`src/rtl/holoblade_cmd_pkg.sv`:
```
// Shared constants, codes and FSM state type for the UART-to-SPI
// command bridge (holoblade command protocol).
package holoblade_cmd_pkg;

   localparam int CLK_HZ = 50_000_000;

   // 100 ms at the system clock rate
   localparam int DEF_TIMEOUT_CYCLES = CLK_HZ / 10;
   localparam int DEF_RESET_CYCLES   = CLK_HZ / 10;

   localparam logic [7:0] CMD_OP_WRITE = 8'h57;
   localparam logic [7:0] CMD_OP_READ  = 8'h52;
   localparam logic [7:0] CMD_OP_RESET = 8'h72;

   localparam logic [7:0] CMD_ACK = 8'h06;
   localparam logic [7:0] CMD_NAK = 8'h15;

   typedef enum logic [2:0] {
      ST_IDLE,
      ST_ADDR,
      ST_DATA,
      ST_CHK,
      ST_SPI_GO,
      ST_SPI_WAIT,
      ST_RESP,
      ST_RST
   } state_e;

endpackage

```
`src/rtl/uart_spi_cmd_bridge_shifter.sv`:
```
// cmd_byte_shifter: N-byte MSB-first field capture with byte counter.
// done_o flags the shift that completes the field.
module cmd_byte_shifter #(
   parameter int N = 1
) (
   input  logic           clk_i,
   input  logic           rst_i,
   input  logic           clr_i,
   input  logic           shift_i,
   input  logic [7:0]     byte_i,
   output logic [8*N-1:0] word_o,
   output logic           done_o
);

   localparam int W = 8 * N;

   logic [W-1:0] word_q, word_d;
   logic [2:0]   cnt_q, cnt_d;

   assign done_o = shift_i && (cnt_q == 3'(N - 1));
   assign word_o = word_q;

   // next field value and byte count
   always_comb begin
      word_d = word_q;
      cnt_d  = cnt_q;
      if (clr_i) begin
         word_d = '0;
         cnt_d  = '0;
      end else if (shift_i) begin
         word_d = W'({word_q, byte_i});
         cnt_d  = done_o ? 3'd0 : cnt_q + 3'd1;
      end
   end

   // field register
   always_ff @(posedge clk_i or posedge rst_i) begin
      if (rst_i) begin
         word_q <= '0;
         cnt_q  <= '0;
      end else begin
         word_q <= word_d;
         cnt_q  <= cnt_d;
      end
   end

endmodule

```
`src/rtl/uart_spi_cmd_bridge.sv`:
```
// Framed UART command decoder driving one SPI transaction per frame.
// Optional trailing XOR checksum byte: HOLOBLADE_CMD_CHECKSUM_EN.
module uart_spi_cmd_bridge
   import holoblade_cmd_pkg::*;
#(
   parameter int         ADDR_BYTES     = 1,
   parameter int         DATA_BYTES     = 1,
   parameter int         TIMEOUT_CYCLES = DEF_TIMEOUT_CYCLES,
   parameter int         RESET_CYCLES   = DEF_RESET_CYCLES,
   parameter logic [7:0] OP_WRITE       = CMD_OP_WRITE,
   parameter logic [7:0] OP_READ        = CMD_OP_READ,
   parameter logic [7:0] OP_RESET       = CMD_OP_RESET
) (
   input  logic                                i_clock,
   input  logic                                i_reset,
   input  logic                                i_rx_dv,
   input  logic [7:0]                          i_rx_byte,
   output logic                                o_tx_dv,
   output logic [7:0]                          o_tx_byte,
   input  logic                                i_tx_active,
   input  logic                                i_tx_done,
   output logic                                o_spi_start,
   output logic [8*(ADDR_BYTES+DATA_BYTES)-1:0] o_spi_tx_word,
   input  logic                                i_spi_busy,
   input  logic                                i_spi_done,
   input  logic [8*DATA_BYTES-1:0]             i_spi_rx_word,
   output logic                                o_reset_req,
   output logic                                o_err_timeout,
   output logic                                o_err_overrun
);

   localparam int AW = 8 * ADDR_BYTES;
   localparam int DW = 8 * DATA_BYTES;

   localparam logic [31:0] TO_LAST = 32'(TIMEOUT_CYCLES - 1);
   localparam logic [31:0] RC_LAST = 32'(RESET_CYCLES - 1);

   localparam logic [DW-1:0] ACK_W = DW'(CMD_ACK) << (DW - 8);
   localparam logic [DW-1:0] NAK_W = DW'(CMD_NAK) << (DW - 8);

`ifdef HOLOBLADE_CMD_CHECKSUM_EN
   localparam state_e ST_FRAME_END = ST_CHK;
`else
   localparam state_e ST_FRAME_END = ST_SPI_GO;
`endif

   state_e        state_q, state_d;
   logic [31:0]   tmr_q, tmr_d;
   logic          rd_q, rd_d;
   logic          reset_q, reset_d;
   logic [DW-1:0] resp_q, resp_d;
   logic [3:0]    left_q, left_d;
   logic          sent_q, sent_d;
`ifdef HOLOBLADE_CMD_CHECKSUM_EN
   logic [7:0]    xor_q, xor_d;
   logic          rop_q, rop_d;
`endif

   logic          fld_clr;
   logic          addr_en, data_en;
   logic          addr_last, data_last;
   logic [AW-1:0] addr_w;
   logic [DW-1:0] data_w;

   cmd_byte_shifter #(.N(ADDR_BYTES)) u_addr (
      .clk_i   (i_clock),
      .rst_i   (i_reset),
      .clr_i   (fld_clr),
      .shift_i (addr_en),
      .byte_i  (i_rx_byte),
      .word_o  (addr_w),
      .done_o  (addr_last)
   );

   cmd_byte_shifter #(.N(DATA_BYTES)) u_data (
      .clk_i   (i_clock),
      .rst_i   (i_reset),
      .clr_i   (fld_clr),
      .shift_i (data_en),
      .byte_i  (i_rx_byte),
      .word_o  (data_w),
      .done_o  (data_last)
   );

   assign o_spi_tx_word = {addr_w, data_w};
   assign o_tx_byte     = resp_q[DW-1 -: 8];
   assign o_reset_req   = reset_q;

   // frame decode, SPI sequencing and response FSM
   always_comb begin
      state_d       = state_q;
      tmr_d         = tmr_q;
      rd_d          = rd_q;
      reset_d       = reset_q;
      resp_d        = resp_q;
      left_d        = left_q;
      sent_d        = sent_q;
`ifdef HOLOBLADE_CMD_CHECKSUM_EN
      xor_d         = xor_q;
      rop_d         = rop_q;
`endif
      fld_clr       = 1'b0;
      addr_en       = 1'b0;
      data_en       = 1'b0;
      o_spi_start   = 1'b0;
      o_tx_dv       = 1'b0;
      o_err_timeout = 1'b0;
      o_err_overrun = 1'b0;

      unique case (state_q)
         ST_IDLE: begin
            if (i_rx_dv) begin
               tmr_d = '0;
               if (i_rx_byte == OP_WRITE || i_rx_byte == OP_READ) begin
                  fld_clr = 1'b1;
                  rd_d    = (i_rx_byte == OP_READ);
                  state_d = ST_ADDR;
`ifdef HOLOBLADE_CMD_CHECKSUM_EN
                  xor_d   = i_rx_byte;
                  rop_d   = 1'b0;
`endif
               end else if (i_rx_byte == OP_RESET) begin
`ifdef HOLOBLADE_CMD_CHECKSUM_EN
                  xor_d   = i_rx_byte;
                  rop_d   = 1'b1;
                  state_d = ST_CHK;
`else
                  reset_d = 1'b1;
                  state_d = ST_RST;
`endif
               end else begin
                  resp_d  = NAK_W;
                  left_d  = 4'd1;
                  sent_d  = 1'b0;
                  state_d = ST_RESP;
               end
            end
         end

         ST_ADDR: begin
            if (i_rx_dv) begin
               addr_en = 1'b1;
               tmr_d   = '0;
`ifdef HOLOBLADE_CMD_CHECKSUM_EN
               xor_d   = xor_q ^ i_rx_byte;
`endif
               if (addr_last)
                  state_d = rd_q ? ST_FRAME_END : ST_DATA;
            end else if (tmr_q == TO_LAST) begin
               o_err_timeout = 1'b1;
               state_d       = ST_IDLE;
            end else begin
               tmr_d = tmr_q + 32'd1;
            end
         end

         ST_DATA: begin
            if (i_rx_dv) begin
               data_en = 1'b1;
               tmr_d   = '0;
`ifdef HOLOBLADE_CMD_CHECKSUM_EN
               xor_d   = xor_q ^ i_rx_byte;
`endif
               if (data_last)
                  state_d = ST_FRAME_END;
            end else if (tmr_q == TO_LAST) begin
               o_err_timeout = 1'b1;
               state_d       = ST_IDLE;
            end else begin
               tmr_d = tmr_q + 32'd1;
            end
         end

`ifdef HOLOBLADE_CMD_CHECKSUM_EN
         ST_CHK: begin
            if (i_rx_dv) begin
               tmr_d = '0;
               if (i_rx_byte != xor_q) begin
                  resp_d  = NAK_W;
                  left_d  = 4'd1;
                  sent_d  = 1'b0;
                  state_d = ST_RESP;
               end else if (rop_q) begin
                  reset_d = 1'b1;
                  state_d = ST_RST;
               end else begin
                  state_d = ST_SPI_GO;
               end
            end else if (tmr_q == TO_LAST) begin
               o_err_timeout = 1'b1;
               state_d       = ST_IDLE;
            end else begin
               tmr_d = tmr_q + 32'd1;
            end
         end
`endif

         ST_SPI_GO: begin
            o_err_overrun = i_rx_dv;
            if (!i_spi_busy) begin
               o_spi_start = 1'b1;
               tmr_d       = '0;
               state_d     = ST_SPI_WAIT;
            end
         end

         ST_SPI_WAIT: begin
            o_err_overrun = i_rx_dv;
            if (i_spi_done) begin
               resp_d  = rd_q ? i_spi_rx_word : ACK_W;
               left_d  = rd_q ? 4'(DATA_BYTES) : 4'd1;
               sent_d  = 1'b0;
               state_d = ST_RESP;
            end else if (tmr_q == TO_LAST) begin
               resp_d  = NAK_W;
               left_d  = 4'd1;
               sent_d  = 1'b0;
               state_d = ST_RESP;
            end else begin
               tmr_d = tmr_q + 32'd1;
            end
         end

         ST_RESP: begin
            o_err_overrun = i_rx_dv;
            if (!sent_q) begin
               if (!i_tx_active) begin
                  o_tx_dv = 1'b1;
                  sent_d  = 1'b1;
               end
            end else if (i_tx_done) begin
               sent_d = 1'b0;
               if (left_q == 4'd1) begin
                  state_d = ST_IDLE;
               end else begin
                  resp_d = resp_q << 8;
                  left_d = left_q - 4'd1;
               end
            end
         end

         ST_RST: begin
            o_err_overrun = i_rx_dv;
            if (reset_q) begin
               tmr_d = tmr_q + 32'd1;
               if (tmr_q == RC_LAST)
                  reset_d = 1'b0;
            end else begin
               resp_d  = ACK_W;
               left_d  = 4'd1;
               sent_d  = 1'b0;
               state_d = ST_RESP;
            end
         end

         default: state_d = ST_IDLE;
      endcase
   end

   // state and datapath registers
   always_ff @(posedge i_clock or posedge i_reset) begin
      if (i_reset) begin
         state_q <= ST_IDLE;
         tmr_q   <= '0;
         rd_q    <= 1'b0;
         reset_q <= 1'b0;
         resp_q  <= '0;
         left_q  <= '0;
         sent_q  <= 1'b0;
`ifdef HOLOBLADE_CMD_CHECKSUM_EN
         xor_q   <= '0;
         rop_q   <= 1'b0;
`endif
      end else begin
         state_q <= state_d;
         tmr_q   <= tmr_d;
         rd_q    <= rd_d;
         reset_q <= reset_d;
         resp_q  <= resp_d;
         left_q  <= left_d;
         sent_q  <= sent_d;
`ifdef HOLOBLADE_CMD_CHECKSUM_EN
         xor_q   <= xor_d;
         rop_q   <= rop_d;
`endif
      end
   end

endmodule

```
`config.mk`:
```
export PLATFORM = sky130hd
export DESIGN_NAME = uart_spi_cmd_bridge
export DESIGN_NICKNAME = d
export VERILOG_FILES = /design/src/rtl/holoblade_cmd_pkg.sv /design/src/rtl/uart_spi_cmd_bridge_shifter.sv /design/src/rtl/uart_spi_cmd_bridge.sv
export SDC_FILE = /design/constraint.sdc
export NUM_CORES = 1
export LEC_CHECK = 0
export CORE_MARGIN = 2
export CORE_UTILIZATION = 61
export CTS_CLUSTER_SIZE = 8
export DETAILED_ROUTE_END_ITERATION = 8
export PLACE_DENSITY_LB_ADDON = 0.2
export SETUP_SLACK_MARGIN = 0.2
export SYNTH_ARGS = -nofsm -noshare
export SYNTH_HDL_FRONTEND = slang
export SYNTH_SLANG_ARGS = --single-unit
```
`constraint.sdc`:
```
create_clock -name i_clock -period 3.5 [get_ports i_clock]
set_input_delay 0.35 -clock i_clock [delete_from_list [all_inputs] [get_ports i_clock]]
set_output_delay 0.35 -clock i_clock [all_outputs]
set_load 0.05 [all_outputs]
```
==> metrics.txt <==
Die Wd=88.38 um; Detail Route Antenna Nets=0; sw frac=47.34%; final period utilization=87.22%; Async SR Flop Fraction=100.0%; RSZ-0062 raised after global routing=no; Seq/Total Area, Yosys=41.49%; maximum fanout along the worst path=22; final instance area=5109 um^2; Syn Inst Count=502; WS Path Type=register to output pin; DRC viols=0; Mapped Nets=532; top_reg_cell synth=dfrtp_1; Detail Placement HPWL=7.530 mm; min-delay worst type=register to register; clock latency on the worst-skew pair=0.35 ns; clock share of power=15.9%; row cnt=30; worst hold start=o_tx_byte[4]; CTS buffer count=9; area added between synthesis and finish=17.63%; placed cells=629; clock sinks=72; Slowest cell on crit path=clkdlybuf4s50_1; Comb power frac=52.7%; Placed Area=4925 um^2; # setup viols final=0; routed wire length=10.76 mm; DR iter-0 viols=367; Tmin final=3.053 ns; static leakage=2.075 nW; Clk pin slew, worst setup/hold paths=0.08 ns; GPL Wtd Cong=0.8622; max-slew violations=0; largest net degree at the start of global routing=73; ant diodes=0; critical path endpoint category=output pin; Internal=2.012 mW; die height=88.38 um; final cell count without fillers=645; Avg WL per Cell=16.68 um; CTS tree=done; Hold Fails Final Rpt=0; Pre-antenna DRT Iters=5; number of enable flip-flop cells after synthesis=0; deepest clock path buffer count=2; Setup Skew=0.006385 ns; Seq cells post-synth=72; total grt overflow=0; Die ar.=7810 um^2; CTS Hold Bufs=0; maximum VDD drop=0.6280 mV; first-pass GRT wire length=18.27 mm; Crit path largest cell delay=0.85 ns; antenna violations before repair=0; Total Nets Final=574; Core ar.=6832 um^2; maxcap violations=0; Max-Slew Margin vs Limit=40.51%; Post-Syn Area=4343 um^2; fillers=525; library cells used by synthesis=64; worst slew pin tran=0.8924 ns; Max Clk Rate=0.3276 GHz; Cell Chain, Critical Path=buf_4 > nand3b_1 > nor3_1 > clkdlybuf4s50_1; Vias=4138; number of global-route vias before repair=3786; Via-to-Cell Ratio=6.416; r2r startpoint=state_q[2]; Critical Path Start Type=register; Total Power=3.822 mW; NetSw=1.809 mW; number of H-tree levels=3; Worst Path Required=3.15 ns; Crit. Startpoint=state_q[1]; PD cells=748.1 nW/um^2; critical path arrival=2.70 ns; root buffer cell=clkbuf_8; Top Ports=52; status=completed; I/O Buffers=51; YS warnings=0; Total Routing Usage GR=29.55%; share of layout cells above drive strength 1=9.107%; initial core utilization=63.57%; Flop pwr share=31.4%; Fin Setup TNS=0 ns; Mapped Avg Cell Area=8.651 um^2; Final Util=74.78%
[registers in the layout, summed over array words and instances (netlist names)]
signal and count:
left_q 4, o_reset_req 1, o_tx_byte 8, rd_q 1
sent_q 1, state_q 3, tmr_q 32, u_addr.cnt_q 3
u_addr.word_o 8, u_data.cnt_q 3, u_data.word_o 8
[critical path, delay by kind of cell, from the launching register on]
family / cells / cell delay (ns)
and+or+nand+nor: 2 / 0.49
buffers and inverters: 2 / 1.11
DFF: 1 / 0.75
[Yosys cell counts, drive strengths merged (10+ instances only)]
cell,n,area (um^2)
dfrtp,72,1802
nand2,62,235.2
o21ai,45,229.0
nor2,39,146.4
a21oi,28,140.1
nand3,22,110.1
o31ai,21,177.7
clkbuf,20,75.07
inv,20,75.07
a31oi,13,81.33
buf,13,76.32
nand4,13,81.33
and2,11,68.82
nor3,10,55.05
[placed cells by master, fill, tap and decap left out, drive strengths merged, types with 7 or more instances in the layout]
cell and n:
buf 13, nor4 8, nand4 13, a31oi 13
clkdlybuf4s50 50, o31ai 21, nand3 22, clkbuf 10
nor4b 7, inv 21, nor2 39, dfrtp 72
ha 7, nor3 10, o21ai 45, a21oi 28
and2 11, a22oi 7, nand2 62
[through the flow]
step	worst slack [ns]	hold slack (ns)
4_1_cts	0.3340	0.5124
3_3_place_gp	0.7857	0.4880
3_5_place_dp	0.7136	0.4957
2_1_floorplan	0.5492	0.4596
6_report	0.4472	0.5068
5_1_grt	0.3024	0.5372
[power by group through the flow]
stage	Sequential, mW	Clock (mW)	Combinational (mW)
detailed placement	1.21	0	1.99
floorplan	1.56	0	1.09
global route	1.23	0.647	2.19
CTS	1.20	0.618	2.01
global placement	1.20	0	1.94
finish	1.20	0.607	2.01
[final cells by class]
| class | count | area [um^2] | share of cell area (%) |
|---|---|---|---|
| clock inverter | 6 | 43.79 | 0.8572 |
| inverter | 20 | 75.07 | 1.470 |
| timing repair buffer | 64 | 610.6 | 11.95 |
| clock buffer | 10 | 137.6 | 2.694 |
| tap | 96 | 120.1 | 2.351 |
| sequential | 72 | 1802 | 35.27 |
| multi-input combinational | 377 | 2320 | 45.41 |
[path summary, 6_finish.rpt]
kind | slack (ns) | depth (start not counted) | end
max | 0.45 | 4 | o_tx_dv
min | 0.51 | 1 | o_tx_byte[4]
max reg2reg | 0.77 | 7 | tmr_q[4]
min reg2reg | 0.51 | 1 | o_tx_byte[4]
max in group asynchronous | 2.33 | 3 | u_data.word_o[6]
min in group asynchronous | 0.61 | 3 | tmr_q[30]
[cell families after synthesis]
kind of cell | count (synthesis) | synth area share [%]
AOI/OAI and AO/OA | 159 | 25.12
adders and majority gates | 7 | 2.017
muxes | 6 | 1.527
DFF | 72 | 41.49
and+or+nand+nor | 203 | 24.23
xor gates and xnor gates | 2 | 0.4034
buffers and inverters | 53 | 5.214
[what timing repair did]
| item | 4_1_cts | 5_1_grt |
|---|---|---|
| buffers inserted | 0 | 0 |
| resized for setup | 0 | 1 |
| endpoints found under the setup margin | 0 | 1 |
[layer usage]
layer	part of all wire [%]	GRT usage, %	vias to the layer above	wire [um]
met5	0	0	-	0
met4	0.95	6.612	0	102
met3	7.6	5.597	15	816
met2	45	45.80	197	4866
met1	46	43.41	1975	4972
li1	-	-	1951	-
Power figures use the tool's default switching activity.
